===== src/rtl/rom_seq_controller_if.sv =====
// Command, table-programming and status signals of the table-driven sequencer.
// The design takes the slave modport. The driving side takes the master modport.
interface rom_seq_controller_if #(
  parameter int unsigned STATE_W = 3
);
  logic               cmd_valid;
  logic [1:0]         cmd_op;
  logic [STATE_W-1:0] cmd_data;
  logic [STATE_W-1:0] term_state;
  logic               wr_en;
  logic [STATE_W-1:0] wr_addr;
  logic [STATE_W-1:0] wr_data;
  logic               wr_ack;
  logic [STATE_W-1:0] state_out;
  logic               busy;
  logic               done;
  logic               err;

  modport master (
    output cmd_valid, cmd_op, cmd_data, term_state,
    output wr_en, wr_addr, wr_data,
    input  wr_ack, state_out, busy, done, err
  );

  modport slave (
    input  cmd_valid, cmd_op, cmd_data, term_state,
    input  wr_en, wr_addr, wr_data,
    output wr_ack, state_out, busy, done, err
  );
endinterface


===== src/rtl/rom_seq_controller.sv =====
// Table-driven next-state sequencer: writable lookup table, state register,
// START/STOP/STEP/LOAD control and a watchdog that aborts non-terminating runs.
module rom_seq_controller #(
  parameter int unsigned STATE_W = 3
) (
  input logic                 clk,
  input logic                 rst,
  rom_seq_controller_if.slave bus
);
  localparam int unsigned DEPTH = 2 ** STATE_W;
  localparam logic [STATE_W:0] WD_LIMIT = {1'b1, {STATE_W{1'b0}}};

  typedef enum logic {
    S_IDLE,
    S_RUN
  } fsm_t;

  typedef enum logic [1:0] {
    OP_START = 2'b00,
    OP_STOP  = 2'b01,
    OP_STEP  = 2'b10,
    OP_LOAD  = 2'b11
  } op_t;

  fsm_t fsm_q, fsm_d;

  logic [STATE_W-1:0] tbl [DEPTH];
  logic [STATE_W-1:0] nxt;
  logic [STATE_W-1:0] state_q, state_d;
  logic [STATE_W:0]   wd_q, wd_d, wd_inc;
  logic               busy_q;
  logic               done_q, done_d;
  logic               err_q, err_d;
  logic               ack_q, ack_d;
  logic               tbl_we;

  logic is_start, is_stop, is_step, is_load;
  logic term_hit, wd_expire, illegal_in_run;

  assign nxt       = tbl[state_q];
  assign wd_inc    = wd_q + 1'b1;
  assign term_hit  = (nxt == bus.term_state);
  assign wd_expire = (wd_inc == WD_LIMIT);

  assign is_start = bus.cmd_valid && (bus.cmd_op == OP_START);
  assign is_stop  = bus.cmd_valid && (bus.cmd_op == OP_STOP);
  assign is_step  = bus.cmd_valid && (bus.cmd_op == OP_STEP);
  assign is_load  = bus.cmd_valid && (bus.cmd_op == OP_LOAD);

  assign illegal_in_run = bus.wr_en || is_start || is_step || is_load;

  // State register
  always_ff @(posedge clk or posedge rst) begin
    if (rst) begin
      fsm_q <= S_IDLE;
    end else begin
      fsm_q <= fsm_d;
    end
  end

  // Next-state logic: terminal hit, STOP and watchdog expiry all end a run
  always_comb begin
    fsm_d = fsm_q;
    unique case (fsm_q)
      S_IDLE: begin
        if (is_start) begin
          fsm_d = S_RUN;
        end
      end
      S_RUN: begin
        if (term_hit || is_stop || wd_expire) begin
          fsm_d = S_IDLE;
        end
      end
      default: fsm_d = S_IDLE;
    endcase
  end

  // Output/datapath logic. The terminal check comes first so that a terminal
  // hit suppresses STOP, watchdog and illegal-activity errors on that edge.
  always_comb begin
    state_d = state_q;
    wd_d    = wd_q;
    done_d  = 1'b0;
    err_d   = 1'b0;
    ack_d   = 1'b0;
    tbl_we  = 1'b0;
    unique case (fsm_q)
      S_IDLE: begin
        if (is_start) begin
          wd_d = '0;
        end else if (is_step) begin
          state_d = nxt;
        end else if (is_load) begin
          state_d = bus.cmd_data;
        end
        if (bus.wr_en) begin
          tbl_we = 1'b1;
          ack_d  = 1'b1;
        end
      end
      S_RUN: begin
        if (term_hit) begin
          state_d = nxt;
          wd_d    = wd_inc;
          done_d  = 1'b1;
        end else if (is_stop) begin
          state_d = state_q;
        end else begin
          state_d = nxt;
          wd_d    = wd_inc;
          err_d   = wd_expire;
        end
        if (!term_hit && illegal_in_run) begin
          err_d = 1'b1;
        end
      end
      default: begin
        state_d = state_q;
      end
    endcase
  end

  always_ff @(posedge clk or posedge rst) begin
    if (rst) begin
      state_q <= '0;
      wd_q    <= '0;
      busy_q  <= 1'b0;
      done_q  <= 1'b0;
      err_q   <= 1'b0;
      ack_q   <= 1'b0;
    end else begin
      state_q <= state_d;
      wd_q    <= wd_d;
      busy_q  <= (fsm_d == S_RUN);
      done_q  <= done_d;
      err_q   <= err_d;
      ack_q   <= ack_d;
    end
  end

  // Reset restores the identity-plus-one table, i.e. a plain wrapping counter
  always_ff @(posedge clk or posedge rst) begin
    if (rst) begin
      for (int unsigned i = 0; i < DEPTH; i++) begin
        tbl[STATE_W'(i)] <= STATE_W'(i + 1);
      end
    end else if (tbl_we) begin
      tbl[bus.wr_addr] <= bus.wr_data;
    end
  end

  assign bus.state_out = state_q;
  assign bus.busy      = busy_q;
  assign bus.done      = done_q;
  assign bus.err       = err_q;
  assign bus.wr_ack    = ack_q;
endmodule


===== src/flat_wrapper.sv =====
// flat-port wrapper written by rule: the top's interface ports become plain ports
module rom_seq_controller_flat 
#(
  parameter int unsigned STATE_W = 3
)
  (clk, rst, bus_cmd_valid, bus_cmd_op, bus_cmd_data, bus_term_state, bus_wr_en, bus_wr_addr, bus_wr_data, bus_wr_ack, bus_state_out, bus_busy, bus_done, bus_err);
  rom_seq_controller_if #(.STATE_W(STATE_W)) bus_i ();
  input logic clk;
  input logic rst;
  input wire logic [$bits(bus_i.cmd_valid)-1:0] bus_cmd_valid;
  input wire logic [$bits(bus_i.cmd_op)-1:0] bus_cmd_op;
  input wire logic [$bits(bus_i.cmd_data)-1:0] bus_cmd_data;
  input wire logic [$bits(bus_i.term_state)-1:0] bus_term_state;
  input wire logic [$bits(bus_i.wr_en)-1:0] bus_wr_en;
  input wire logic [$bits(bus_i.wr_addr)-1:0] bus_wr_addr;
  input wire logic [$bits(bus_i.wr_data)-1:0] bus_wr_data;
  output wire logic [$bits(bus_i.wr_ack)-1:0] bus_wr_ack;
  output wire logic [$bits(bus_i.state_out)-1:0] bus_state_out;
  output wire logic [$bits(bus_i.busy)-1:0] bus_busy;
  output wire logic [$bits(bus_i.done)-1:0] bus_done;
  output wire logic [$bits(bus_i.err)-1:0] bus_err;
  assign bus_i.cmd_valid = bus_cmd_valid;
  assign bus_i.cmd_op = bus_cmd_op;
  assign bus_i.cmd_data = bus_cmd_data;
  assign bus_i.term_state = bus_term_state;
  assign bus_i.wr_en = bus_wr_en;
  assign bus_i.wr_addr = bus_wr_addr;
  assign bus_i.wr_data = bus_wr_data;
  assign bus_wr_ack = bus_i.wr_ack;
  assign bus_state_out = bus_i.state_out;
  assign bus_busy = bus_i.busy;
  assign bus_done = bus_i.done;
  assign bus_err = bus_i.err;
  rom_seq_controller #(.STATE_W(STATE_W)) u_core (.clk(clk), .rst(rst), .bus(bus_i));
endmodule

===== config.mk =====
export PLATFORM = sky130hd
export DESIGN_NAME = rom_seq_controller_flat
export DESIGN_NICKNAME = d
export VERILOG_FILES = /design/src/rtl/rom_seq_controller_if.sv /design/src/rtl/rom_seq_controller.sv /design/src/flat_wrapper.sv
export SDC_FILE = /design/constraint.sdc
export NUM_CORES = 1
export LEC_CHECK = 0
export CORE_UTILIZATION = 54
export DETAILED_ROUTE_END_ITERATION = 10
export GPL_TIMING_DRIVEN = 0
export PLACE_DENSITY = 0.79
export SYNTH_ARGS = -nofsm -noshare
export SYNTH_HDL_FRONTEND = slang
export SYNTH_SLANG_ARGS = --single-unit
export TNS_END_PERCENT = 50

===== constraint.sdc =====
create_clock -name clk -period 2.45 [get_ports clk]
set_input_delay 0.49 -clock clk [delete_from_list [all_inputs] [get_ports clk]]
set_output_delay 0.49 -clock clk [all_outputs]
set_load 0.01 [all_outputs]

==> results.sh <==
export IMPL_htreeDepth=2
export IMPL_pre_cts_ws_ns=-0.000882
export IMPL_grt_max_degree=36
export IMPL_dieArea_um2=3690
export IMPL_synth_fa_ha_area_share_pct=1.34
export IMPL_cts_clk_slew_worst_paths_ns=0.10
export IMPL_ant_nets=0
export IMPL_synth_edf_count=0
export IMPL_slew_violations=0
export IMPL_cts_root_buf="clkbuf_4"
export IMPL_yosys_cell_types_count=39
export IMPL_nets=199
export IMPL_die_w_um=60.8
export IMPL_insertion_delay_ns=0.34
export IMPL_post_dp_cell_area_um2=2160
export IMPL_reg2regPathDepth=7
export IMPL_synth_mux_area_share_pct=24.2
export IMPL_synth_compound_area_share_pct=10.9
export IMPL_synth_fp_nets=168
export IMPL_cts_hold_buffers=0
export IMPL_clockBufferDepth=2
export IMPL_coreArea_um2=3150
export IMPL_place_congestion=0.898
export IMPL_yosysMostFrequentCell="mux2_2"
export IMPL_cellLeakagePower_nw=0.910
export IMPL_die_y_um=60.8
export IMPL_vias=1309
export IMPL_cp_required_ns=2.69
export IMPL_first_pass_iters=4
export IMPL_postCtsSetupBuffers=0
export IMPL_wl_per_cell_um=16.5
export IMPL_syn_instance_count=148
export IMPL_path_class="reg2reg"
export IMPL_cp_arrival_ns=2.49
export IMPL_async_reset_ff_share_pct=100
export IMPL_r2r_start="u_core.bus.state_out[1]"
export IMPL_status="finished, final reports clean"
export IMPL_endpoint_kind="flip-flop"
export IMPL_cts_tree="built"
export IMPL_viasPerCell=5.84
export IMPL_synth_common_cells="mux2_2 (24), dfrtp_1 (23), dfstp_2 (12)"
export IMPL_drt_iter0_markers=161
export IMPL_synthFlopType="dfrtp_1"
export IMPL_syn_area_um2=1870
export IMPL_ir_worst_vdd_uv=629
export IMPL_io_pins=25
export IMPL_worstHoldPathType="in2async"
export IMPL_cts_sinks=35
export IMPL_post_route_period_util_pct=91.5
export IMPL_setup_violations_final=0
export IMPL_cts_buffers=5
export IMPL_finalInstanceArea_um2=2250
export IMPL_grt_pass1_vias=1351
export IMPL_ys_ff_latch=35
export IMPL_synth_top_family_by_area="multiplexers"
export IMPL_fin_cells=224
export IMPL_antenna_found_initial=0
export IMPL_cts_resized=0
export IMPL_yosysSeqAreaShare_pct=47.8
export IMPL_dp_cells=216
export IMPL_grt_pass1_wl_um=5880
export IMPL_area_delta_synth_final_pct=20.8
export IMPL_period_needed_ns=2.24
export IMPL_yosysWarnings=0
export IMPL_layout_setup_ws_ns=0.208
export IMPL_drv_cap=0
export IMPL_fillCellCount=222
export IMPL_r2r_setup_slack_ns=0.21
export IMPL_rows=20
export IMPL_cp_startpoint="u_core.bus.state_out[1]"
export IMPL_timing_fmax_mhz=446
export IMPL_yosys_area_share_simple_pct=10.3
export IMPL_initial_utilization_pct=59.2
export IMPL_drc=0
export IMPL_synth_xor_area_share_pct=2.28
export IMPL_finalHoldViolations=0
export IMPL_io_buffers=24
export IMPL_synth_top_area_cell="dfrtp_1"
export IMPL_diodes=0
export IMPL_yosys_area_top_type_share_pct=30.9
export IMPL_cp_max_fo=7
export IMPL_endpoint="u_core.wd_q[2]"
export IMPL_worst_slew_margin_rel_pct=63.8
export IMPL_startpoint_type="flip-flop"
export IMPL_avgSynthCellArea_um2=12.6
export IMPL_r2r_end="u_core.wd_q[2]"
export IMPL_rsz0062_at_grt="false"
export IMPL_drive_gt1_share_pct=32.2
export IMPL_powerDensity_nw_per_um2=1270
export IMPL_gr_total_overflow=0
export IMPL_skew_ns=0.00922
export IMPL_place_hpwl_um=2690
export IMPL_yosys_top_cells_area="dfrtp_1 (31%), dfstp_2 (17%), mux2_2 (14%), mux4_2 (7.2%), a21oi_1 (2.4%)"
export IMPL_grtUsageTotal_pct=22.8
export IMPL_worstMarginPinSlew_ns=0.541
export IMPL_drt_wl_total_um=3690
==> cell type report <==
| class | instances | area [µm²] | share of cell area, % |
|---|---|---|---|
| timing repair buffer | 25 | 268 | 11.9 |
| multi-input combinational | 102 | 915 | 40.6 |
| tap | 44 | 55.1 | 2.44 |
| inverter | 5 | 18.8 | 0.833 |
| sequential | 35 | 891 | 39.5 |
| buffer | 5 | 37.5 | 1.67 |
| clock buffer | 8 | 68.8 | 3.05 |
==> layer usage <==
layer  track usage, %  vias to the layer above  share of wire (%)
li1                 -                      611                  -
met1             26.4                      651                 42
met2             39.9                       38                 50
met3             5.97                        9                5.2
met4             9.74                        0                2.1
met5                0                        -                  0
==> power breakdown <==
| part | total, mW | internal [mW] | switching (mW) |
|---|---|---|---|
| Clock | 0.355 | 0.169 | 0.187 |
| Combinational | 1.41 | 0.777 | 0.634 |
| Sequential | 1.10 | 0.921 | 0.184 |
==> registers in the layout, indices dropped and copies added (netlist names) <==
name / count
u_core.fsm_q: 1
u_core.bus.done: 1
u_core.bus.err: 1
u_core.bus.state_out: 3
u_core.tbl: 24
u_core.wd_q: 4
u_core.bus.wr_ack: 1
==> stage by stage <==
step	power [mW]	hold WS, ns	setup TNS [ns]	utilization (%)
final	2.87	0.391	0	71.5
after global routing	3.08	0.420	0	71.5
after CTS	2.89	0.515	0	70.7
after detailed placement	2.53	0.496	-0.000882	68.5
after global placement	2.47	0.482	0	68.5
after floorplan	2.16	0.474	0	-
==> layout by cell type (no fill, tap or decap), drive strengths merged, types with 5 or more instances in the layout <==
| cell | Yosys | routed |
|---|---|---|
| mux2 | 24 | 24 |
| clkdlybuf4s50 | 0 | 24 |
| dfrtp | 23 | 23 |
| dfstp | 12 | 12 |
| nand2 | 10 | 10 |
| clkbuf | 3 | 10 |
| a21oi | 9 | 9 |
| mux4 | 6 | 6 |
| nor2b | 5 | 5 |
==> cell families (layout without fill, tap and decap cells) <==
kind of cell | Yosys count | in the layout
xor+xnor | 4 | 4
flops | 35 | 35
mux | 33 | 33
compound gates | 28 | 28
buf+inv | 11 | 43
fa+ha+maj | 2 | 2
simple gates | 35 | 35
==> worst max-delay path: stages, from the launching register on <==
cell and delay, ns:
dfrtp_1 0.37, buf_6 0.15, mux4_2 0.52, mux2i_1 0.23
xnor2_1 0.24, o31ai_4 0.14, and2_1 0.20, a311oi_1 0.29
==> how the worst min path moves through the flow <==
stage | slack (ns) | start | cells past startpoint | to
global placement | 0.48 | u_core.tbl[17] | 1 | u_core.tbl[17]
CTS | 0.52 | u_core.tbl[1] | 1 | u_core.tbl[1]
finish | 0.39 | rst | 2 | u_core.wd_q[3]
floorplan | 0.47 | u_core.tbl[10] | 1 | u_core.tbl[10]
global route | 0.42 | rst | 2 | u_core.wd_q[2]
detailed placement | 0.50 | u_core.tbl[22] | 1 | u_core.tbl[22]
No activity file was read; power rests on OpenSTA's default activity.
